==> config.mk <==
export PLATFORM = sky130hd
export DESIGN_NAME = vga_sprite_gen
export DESIGN_NICKNAME = d
export VERILOG_FILES = /design/src/rtl/vga_sprite_gen_pkg.sv /design/src/rtl/sprite_axis.sv /design/src/rtl/vga_sprite_gen.sv
export SDC_FILE = /design/constraint.sdc
export NUM_CORES = 1
export LEC_CHECK = 0
export CORE_MARGIN = 3
export CORE_UTILIZATION = 53
export CTS_CLUSTER_DIAMETER = 40
export DETAILED_ROUTE_END_ITERATION = 10
export PLACE_DENSITY = 0.78
export SLEW_MARGIN = 20
export SYNTH_ARGS = -nofsm -noshare
export SYNTH_HDL_FRONTEND = slang
export SYNTH_HIERARCHICAL = 1
export SYNTH_SLANG_ARGS = --single-unit
==> constraint.sdc <==
create_clock -name Clock -period 3 [get_ports Clock]
set_input_delay 0.45 -clock Clock [delete_from_list [all_inputs] [get_ports Clock]]
set_output_delay 0.45 -clock Clock [all_outputs]
set_load 0.01 [all_outputs]
==> src/rtl/vga_sprite_gen_pkg.sv <==
// Shared definitions for the bouncing-sprite generator: {R,G,B} colours and FSM states.
package vga_sprite_gen_pkg;

    typedef logic [2:0] colour_t;

    localparam colour_t BLACK = 3'b000;
    localparam colour_t BLUE  = 3'b001;
    localparam colour_t RED   = 3'b100;
    localparam colour_t WHITE = 3'b111;

    typedef enum logic [1:0] {
        WAIT_FRAME = 2'd0,
        MOVE_X     = 2'd1,
        MOVE_Y     = 2'd2
    } state_t;

endpackage

==> src/rtl/sprite_axis.sv <==
// One axis of sprite motion: position/direction register with edge bounce.
module sprite_axis #(
    parameter int unsigned ACTIVE      = 640,
    parameter int unsigned SPRITE_SIZE = 32,
    parameter int unsigned STEP        = 2
) (
    input  logic       i_clk,
    input  logic       i_rst,
    input  logic       i_step,
    output logic [9:0] o_pos,
    output logic       o_dir,
    output logic       o_bounce
);

    logic [9:0]  r_pos;
    logic        r_dir;
    logic [10:0] w_fwd_end;
    logic        w_can_fwd;
    logic        w_can_back;

    // 11-bit sum so pos + step + size never wraps
    assign w_fwd_end  = {1'b0, r_pos} + 11'(STEP) + 11'(SPRITE_SIZE);
    assign w_can_fwd  = (w_fwd_end <= 11'(ACTIVE));
    assign w_can_back = ({1'b0, r_pos} >= 11'(STEP));

    assign o_bounce = i_step && (r_dir ? !w_can_fwd : !w_can_back);
    assign o_pos    = r_pos;
    assign o_dir    = r_dir;

    always_ff @(posedge i_clk) begin
        if (i_rst) begin
            r_pos <= '0;
            r_dir <= 1'b1;
        end else if (i_step) begin
            if (r_dir) begin
                if (w_can_fwd) begin
                    r_pos <= r_pos + 10'(STEP);
                end else begin
                    r_pos <= 10'(ACTIVE - SPRITE_SIZE);
                    r_dir <= 1'b0;
                end
            end else begin
                if (w_can_back) begin
                    r_pos <= r_pos - 10'(STEP);
                end else begin
                    r_pos <= '0;
                    r_dir <= 1'b1;
                end
            end
        end
    end

endmodule

==> src/rtl/vga_sprite_gen.sv <==
// Bouncing square sprite for a VGA controller; moves once per frame (X then Y).
// Define SPRITE_BORDER_EN to draw a 1-pixel WHITE ring around the RED sprite.
module vga_sprite_gen
    import vga_sprite_gen_pkg::*;
#(
    parameter int unsigned H_ACTIVE    = 640,
    parameter int unsigned V_ACTIVE    = 480,
    parameter int unsigned SPRITE_SIZE = 32,
    parameter int unsigned STEP        = 2
) (
    input  logic       Clock,
    input  logic       Reset,
    input  logic       Enable,
    input  logic [9:0] iColumn,
    input  logic [9:0] iRow,
    input  logic       iFrameStart,
    output logic [2:0] oPixel,
    output logic [7:0] oBounceCount
);

    state_t      r_state;
    state_t      w_state_next;
    colour_t     r_pixel;
    colour_t     w_sprite_colour;
    logic [7:0]  r_bounce_count;
    logic [9:0]  w_x;
    logic [9:0]  w_y;
    logic        w_dx;
    logic        w_dy;
    logic        w_bounce_x;
    logic        w_bounce_y;
    logic [10:0] w_col;
    logic [10:0] w_row;
    logic [10:0] w_x_end;
    logic [10:0] w_y_end;
    logic        w_in_sprite;
    logic        w_visible;

    sprite_axis #(
        .ACTIVE      (H_ACTIVE),
        .SPRITE_SIZE (SPRITE_SIZE),
        .STEP        (STEP)
    ) u_axis_x (
        .i_clk    (Clock),
        .i_rst    (Reset),
        .i_step   (Enable && (r_state == MOVE_X)),
        .o_pos    (w_x),
        .o_dir    (w_dx),
        .o_bounce (w_bounce_x)
    );

    sprite_axis #(
        .ACTIVE      (V_ACTIVE),
        .SPRITE_SIZE (SPRITE_SIZE),
        .STEP        (STEP)
    ) u_axis_y (
        .i_clk    (Clock),
        .i_rst    (Reset),
        .i_step   (Enable && (r_state == MOVE_Y)),
        .o_pos    (w_y),
        .o_dir    (w_dy),
        .o_bounce (w_bounce_y)
    );

    always_comb begin
        w_state_next = r_state;
        unique case (r_state)
            WAIT_FRAME: if (iFrameStart) w_state_next = MOVE_X;
            MOVE_X:     w_state_next = MOVE_Y;
            MOVE_Y:     w_state_next = WAIT_FRAME;
            default:    w_state_next = WAIT_FRAME;
        endcase
    end

    always_ff @(posedge Clock) begin
        if (Reset) begin
            r_state <= WAIT_FRAME;
        end else if (Enable) begin
            r_state <= w_state_next;
        end
    end

    // The two axes move in different cycles, so at most one bounce per edge
    always_ff @(posedge Clock) begin
        if (Reset) begin
            r_bounce_count <= '0;
        end else if (w_bounce_x || w_bounce_y) begin
            r_bounce_count <= r_bounce_count + 8'd1;
        end
    end

    assign w_col       = {1'b0, iColumn};
    assign w_row       = {1'b0, iRow};
    assign w_x_end     = {1'b0, w_x} + 11'(SPRITE_SIZE);
    assign w_y_end     = {1'b0, w_y} + 11'(SPRITE_SIZE);
    assign w_visible   = (w_col < 11'(H_ACTIVE)) && (w_row < 11'(V_ACTIVE));
    assign w_in_sprite = (iColumn >= w_x) && (w_col < w_x_end) &&
                         (iRow >= w_y) && (w_row < w_y_end);

`ifdef SPRITE_BORDER_EN
    always_comb begin
        w_sprite_colour = RED;
        if ((iColumn == w_x) || (w_col == w_x_end - 11'd1) ||
            (iRow == w_y) || (w_row == w_y_end - 11'd1)) begin
            w_sprite_colour = WHITE;
        end
    end
`else
    assign w_sprite_colour = RED;
`endif

    always_ff @(posedge Clock) begin
        if (Reset || !Enable || !w_visible) begin
            r_pixel <= BLACK;
        end else if (w_in_sprite) begin
            r_pixel <= w_sprite_colour;
        end else begin
            r_pixel <= BLUE;
        end
    end

    assign oPixel       = r_pixel;
    assign oBounceCount = r_bounce_count;

endmodule

==> implementation parameters <==
Parameter                              Value

Status
  Outcome    finished, final reports clean

Worst setup path
  Slowest stage cell on the critical path    sky130_fd_sc_hd__dfxtp_1
  Critical path launch point    u_axis_x/o_pos[2]
  Capture instance of the worst register-to-register path    oBounceCount[5]
  WP buf/inv    0
  Data arrival time of the worst path    2970 ps
  Most frequent cell on the critical path    sky130_fd_sc_hd__and3_1
  Cells along the critical path    ha_1 -> and3_1 -> o21ai_1 -> a32o_1 -> o21ai_2 -> and3_1 -> or2_1 -> nand4_1 -> or3_1 -> a21oi_1
  Worst setup path category    reg -> reg
  CP startpoint kind    flop
  CP Data Required Time    3220 ps
  Longest individual stage delay on the worst path    440 ps
  Largest fanout of any net on the critical path    7
  Critical Path End Type    flop
  Worst setup slack for register-to-register paths    250 ps
  Reg-to-reg startpoint    u_axis_x/o_pos[2]
  Top cell family by delay on the critical path    simple AND/OR/NAND/NOR gates
  Logic depth of the worst register-to-register path    10

Drt
  Via density per instance    6.20
  Post-route antenna net violation count    0
  Average wire length per cell after detail routing    15.0 µm
  DRC    0
  Sum of routed wire length over all layers    8140 µm
  DRC violation total after the first TritonRoute iteration    227
  Via count    3366
  First-pass DRT Iterations    5

Yosys
  Average cell area after synthesis    7.76 µm²
  Count of synthesis-stage warnings from yosys    6
  Number of flops mapped to enable cells by yosys    0
  Sequential share of the synthesized area    18.8%
  Count of different cell masters after synthesis    81
  Synthesized flop and latch total    32
  Mapped Area    3410 µm²
  Async SR Flop Fraction    0%
  Top post-synthesis cells by area    sky130_fd_sc_hd__dfxtp_1 19%, sky130_fd_sc_hd__ha_1 14%, sky130_fd_sc_hd__a21oi_1 3.7%, sky130_fd_sc_hd__inv_1 3.4%, sky130_fd_sc_hd__nor2_1 3.3%
  Post-synth top cells    37 x sky130_fd_sc_hd__ha_1, 32 x sky130_fd_sc_hd__dfxtp_1, 31 x sky130_fd_sc_hd__inv_1
  Net count of the mapped netlist    501
  Synth area leader    sky130_fd_sc_hd__dfxtp_1
  Most used DFF post-synth    sky130_fd_sc_hd__dfxtp_1
  Most common cell in the netlist    sky130_fd_sc_hd__ha_1
  Share of the synthesized area in the top cell type    18.8%
  Post-synthesis instance total    440

STA
  Highest clock frequency the design can meet    363 MHz
  Slew margin rel.    62.9%
  Smallest hold slack    497 ps
  Final setup vio count    0
  Final worst path period need    2750 ps
  Final number of max-transition violations    0
  Number of endpoints with negative hold slack in the final report    0
  Sum of negative setup slack    0 ps
  Slew at the pin closest to its max-slew limit    556 ps
  Unrepaired setup endpoints after global routing    false
  Fraction of the cycle the final worst path needs    91.7%
  Fin Clk Skew    11.8 ps

Clock network
  CTS tree    yes
  Htree depth    2
  Number of sinks on the clock net    32
  Largest buffer count on any clock path    2
  Number of buffers inserted during clock tree synthesis    5
  Insertion delay to the later sink of the worst-skew pair    300 ps
  CTS Root Buffer Type    sky130_fd_sc_hd__clkbuf_8
  Reg clk slew, reported paths    80 ps
  Cts hold-fix bufs    0

Cells and area
  Filler cell count in the final layout    512
  Number of antenna diodes    0
  Signed area change from the synthesized netlist to the final layout    14.1%
  Nets    528
  Proportion of layout cells with a drive suffix above 1    11.8%
  Final design instance area without fill    3890 µm²
  Post-route non-filler standard cell count    543

GRT
  Antenna violations before repair    0
  Via count of the first global-routing pass    3111
  Largest net degree at the start of global routing    32
  Overall fraction of global-route tracks in use    22.4%
  Global-route wire length before repair    14000 µm
  Global route total overflow    0

Pwr
  Total leakage power    0.00146 µW
  Areal power density over the cells    286 nW/µm²
  Max IR drop VDD    0.195 mV

Placed design
  Placed Cells incl. Taps    535
  Post-DP HPWL    6170 µm
  GPL Wtd Cong    0.997
  IO buf count    33
  DP Area    3790 µm²

Floorplan
  Vertical die dimension    86.3 µm
  Number of top-level pins    35
  Floorplan Core Area    6060 µm²
  Standard-cell rows    28
  Chip Width    86.3 µm
  Area of the die    7440 µm²
  Initial cell density of the core    56.3%

Min path
  Classification of the worst-slack hold path    reg -> reg
  Hold Path Depth    2
  Endpoint of the worst hold path    oBounceCount[7]
  Beginning of the worst hold path    oBounceCount[7]

Job
  Max-cap violations    0
-- power by group --
part,internal (µW),leakage (µW),switching [µW]
Clock,164,0.0000404,185
Sequential,436,0.000260,28.6
Combinational,142,0.00116,157
Total,742,0.00146,370
-- worst max-delay path by stage --
stage                     depth (start not counted)  slack [ps]              end
final                                            10         250  oBounceCount[5]
after global routing                             10          30  oBounceCount[7]
after CTS                                        10          90  oBounceCount[5]
after detailed placement                         10         140  oBounceCount[5]
after global placement                           11         310  oBounceCount[6]
after floorplan                                  13         230  oBounceCount[6]
-- layout make-up --
cell class	count	area [µm²]	area share, %
Inverter	36	135	3.47
Timing Repair Buffer	50	470	12.1
Sequential cell	32	643	16.5
Multi-Input combinational cell	342	2460	63.2
Tap cell	75	93.8	2.41
Clock buffer	5	68.8	1.77
Clock inverter	3	23.8	0.610
-- per-layer routing --
metal	track usage [%]	wire length [µm]	up-vias
li1	-	-	1682
met1	29.8	3730	1556
met2	37.4	3830	118
met3	3.52	483	10
met4	6.94	94	0
met5	0	0	-
-- state kept, by name, indices dropped and copies added (netlist names) --
register	flops
r_state	2
u_axis_x/o_dir	1
oBounceCount	8
oPixel	2
u_axis_y/o_pos	9
u_axis_x/o_pos	9
u_axis_y/o_dir	1
-- logic make-up after synthesis --
| group | after synthesis | share of synthesized area [%] |
|---|---|---|
| fa+ha+maj | 37 | 13.6 |
| buf+inv | 66 | 9.31 |
| flops | 32 | 18.8 |
| xor+xnor | 15 | 3.85 |
| mux | 6 | 1.98 |
| other cells | 3 | 0.330 |
| compound gates | 130 | 27.6 |
| simple gates | 151 | 24.6 |
-- placed cells by master (no fill, tap or decap), types with 6 or more instances in the layout --
cell type and instances:
sky130_fd_sc_hd__inv_1 31, sky130_fd_sc_hd__nor3_1 17, sky130_fd_sc_hd__ha_1 37, sky130_fd_sc_hd__o21ai_0 18, sky130_fd_sc_hd__nor2_1 30, sky130_fd_sc_hd__nand2_1 24
sky130_fd_sc_hd__dfxtp_1 30, sky130_fd_sc_hd__xor2_1 6, sky130_fd_sc_hd__nand4_1 7, sky130_fd_sc_hd__a31oi_1 9, sky130_fd_sc_hd__a21o_1 7, sky130_fd_sc_hd__buf_4 16
sky130_fd_sc_hd__nand3_1 22, sky130_fd_sc_hd__a21oi_1 25, sky130_fd_sc_hd__xnor2_1 9, sky130_fd_sc_hd__clkdlybuf4s50_1 33, sky130_fd_sc_hd__nand2b_1 6
-- worst min-delay path, cell delays in order (launching register included) --
cell	delay, ps
sky130_fd_sc_hd__dfxtp_1	320
sky130_fd_sc_hd__o21ai_0	70
sky130_fd_sc_hd__a21oi_1	60
-- metrics by stage --
step	total power [µW]	setup slack, ps	utilization, %
after floorplan	683	228	-
after global placement	760	305	62.6
after detailed placement	768	135	62.6
after CTS	1120	91.8	64.1
after global routing	1170	26.0	64.3
final	1110	248	64.3
-- timing repair --
| action | 4_1_cts | 5_1_grt |
|---|---|---|
| buffers inserted | 0 | 0 |
| setup endpoints to repair | 0 | 2 |
| resized for setup | 0 | 4 |
No activity file was read; power rests on OpenSTA's default activity.
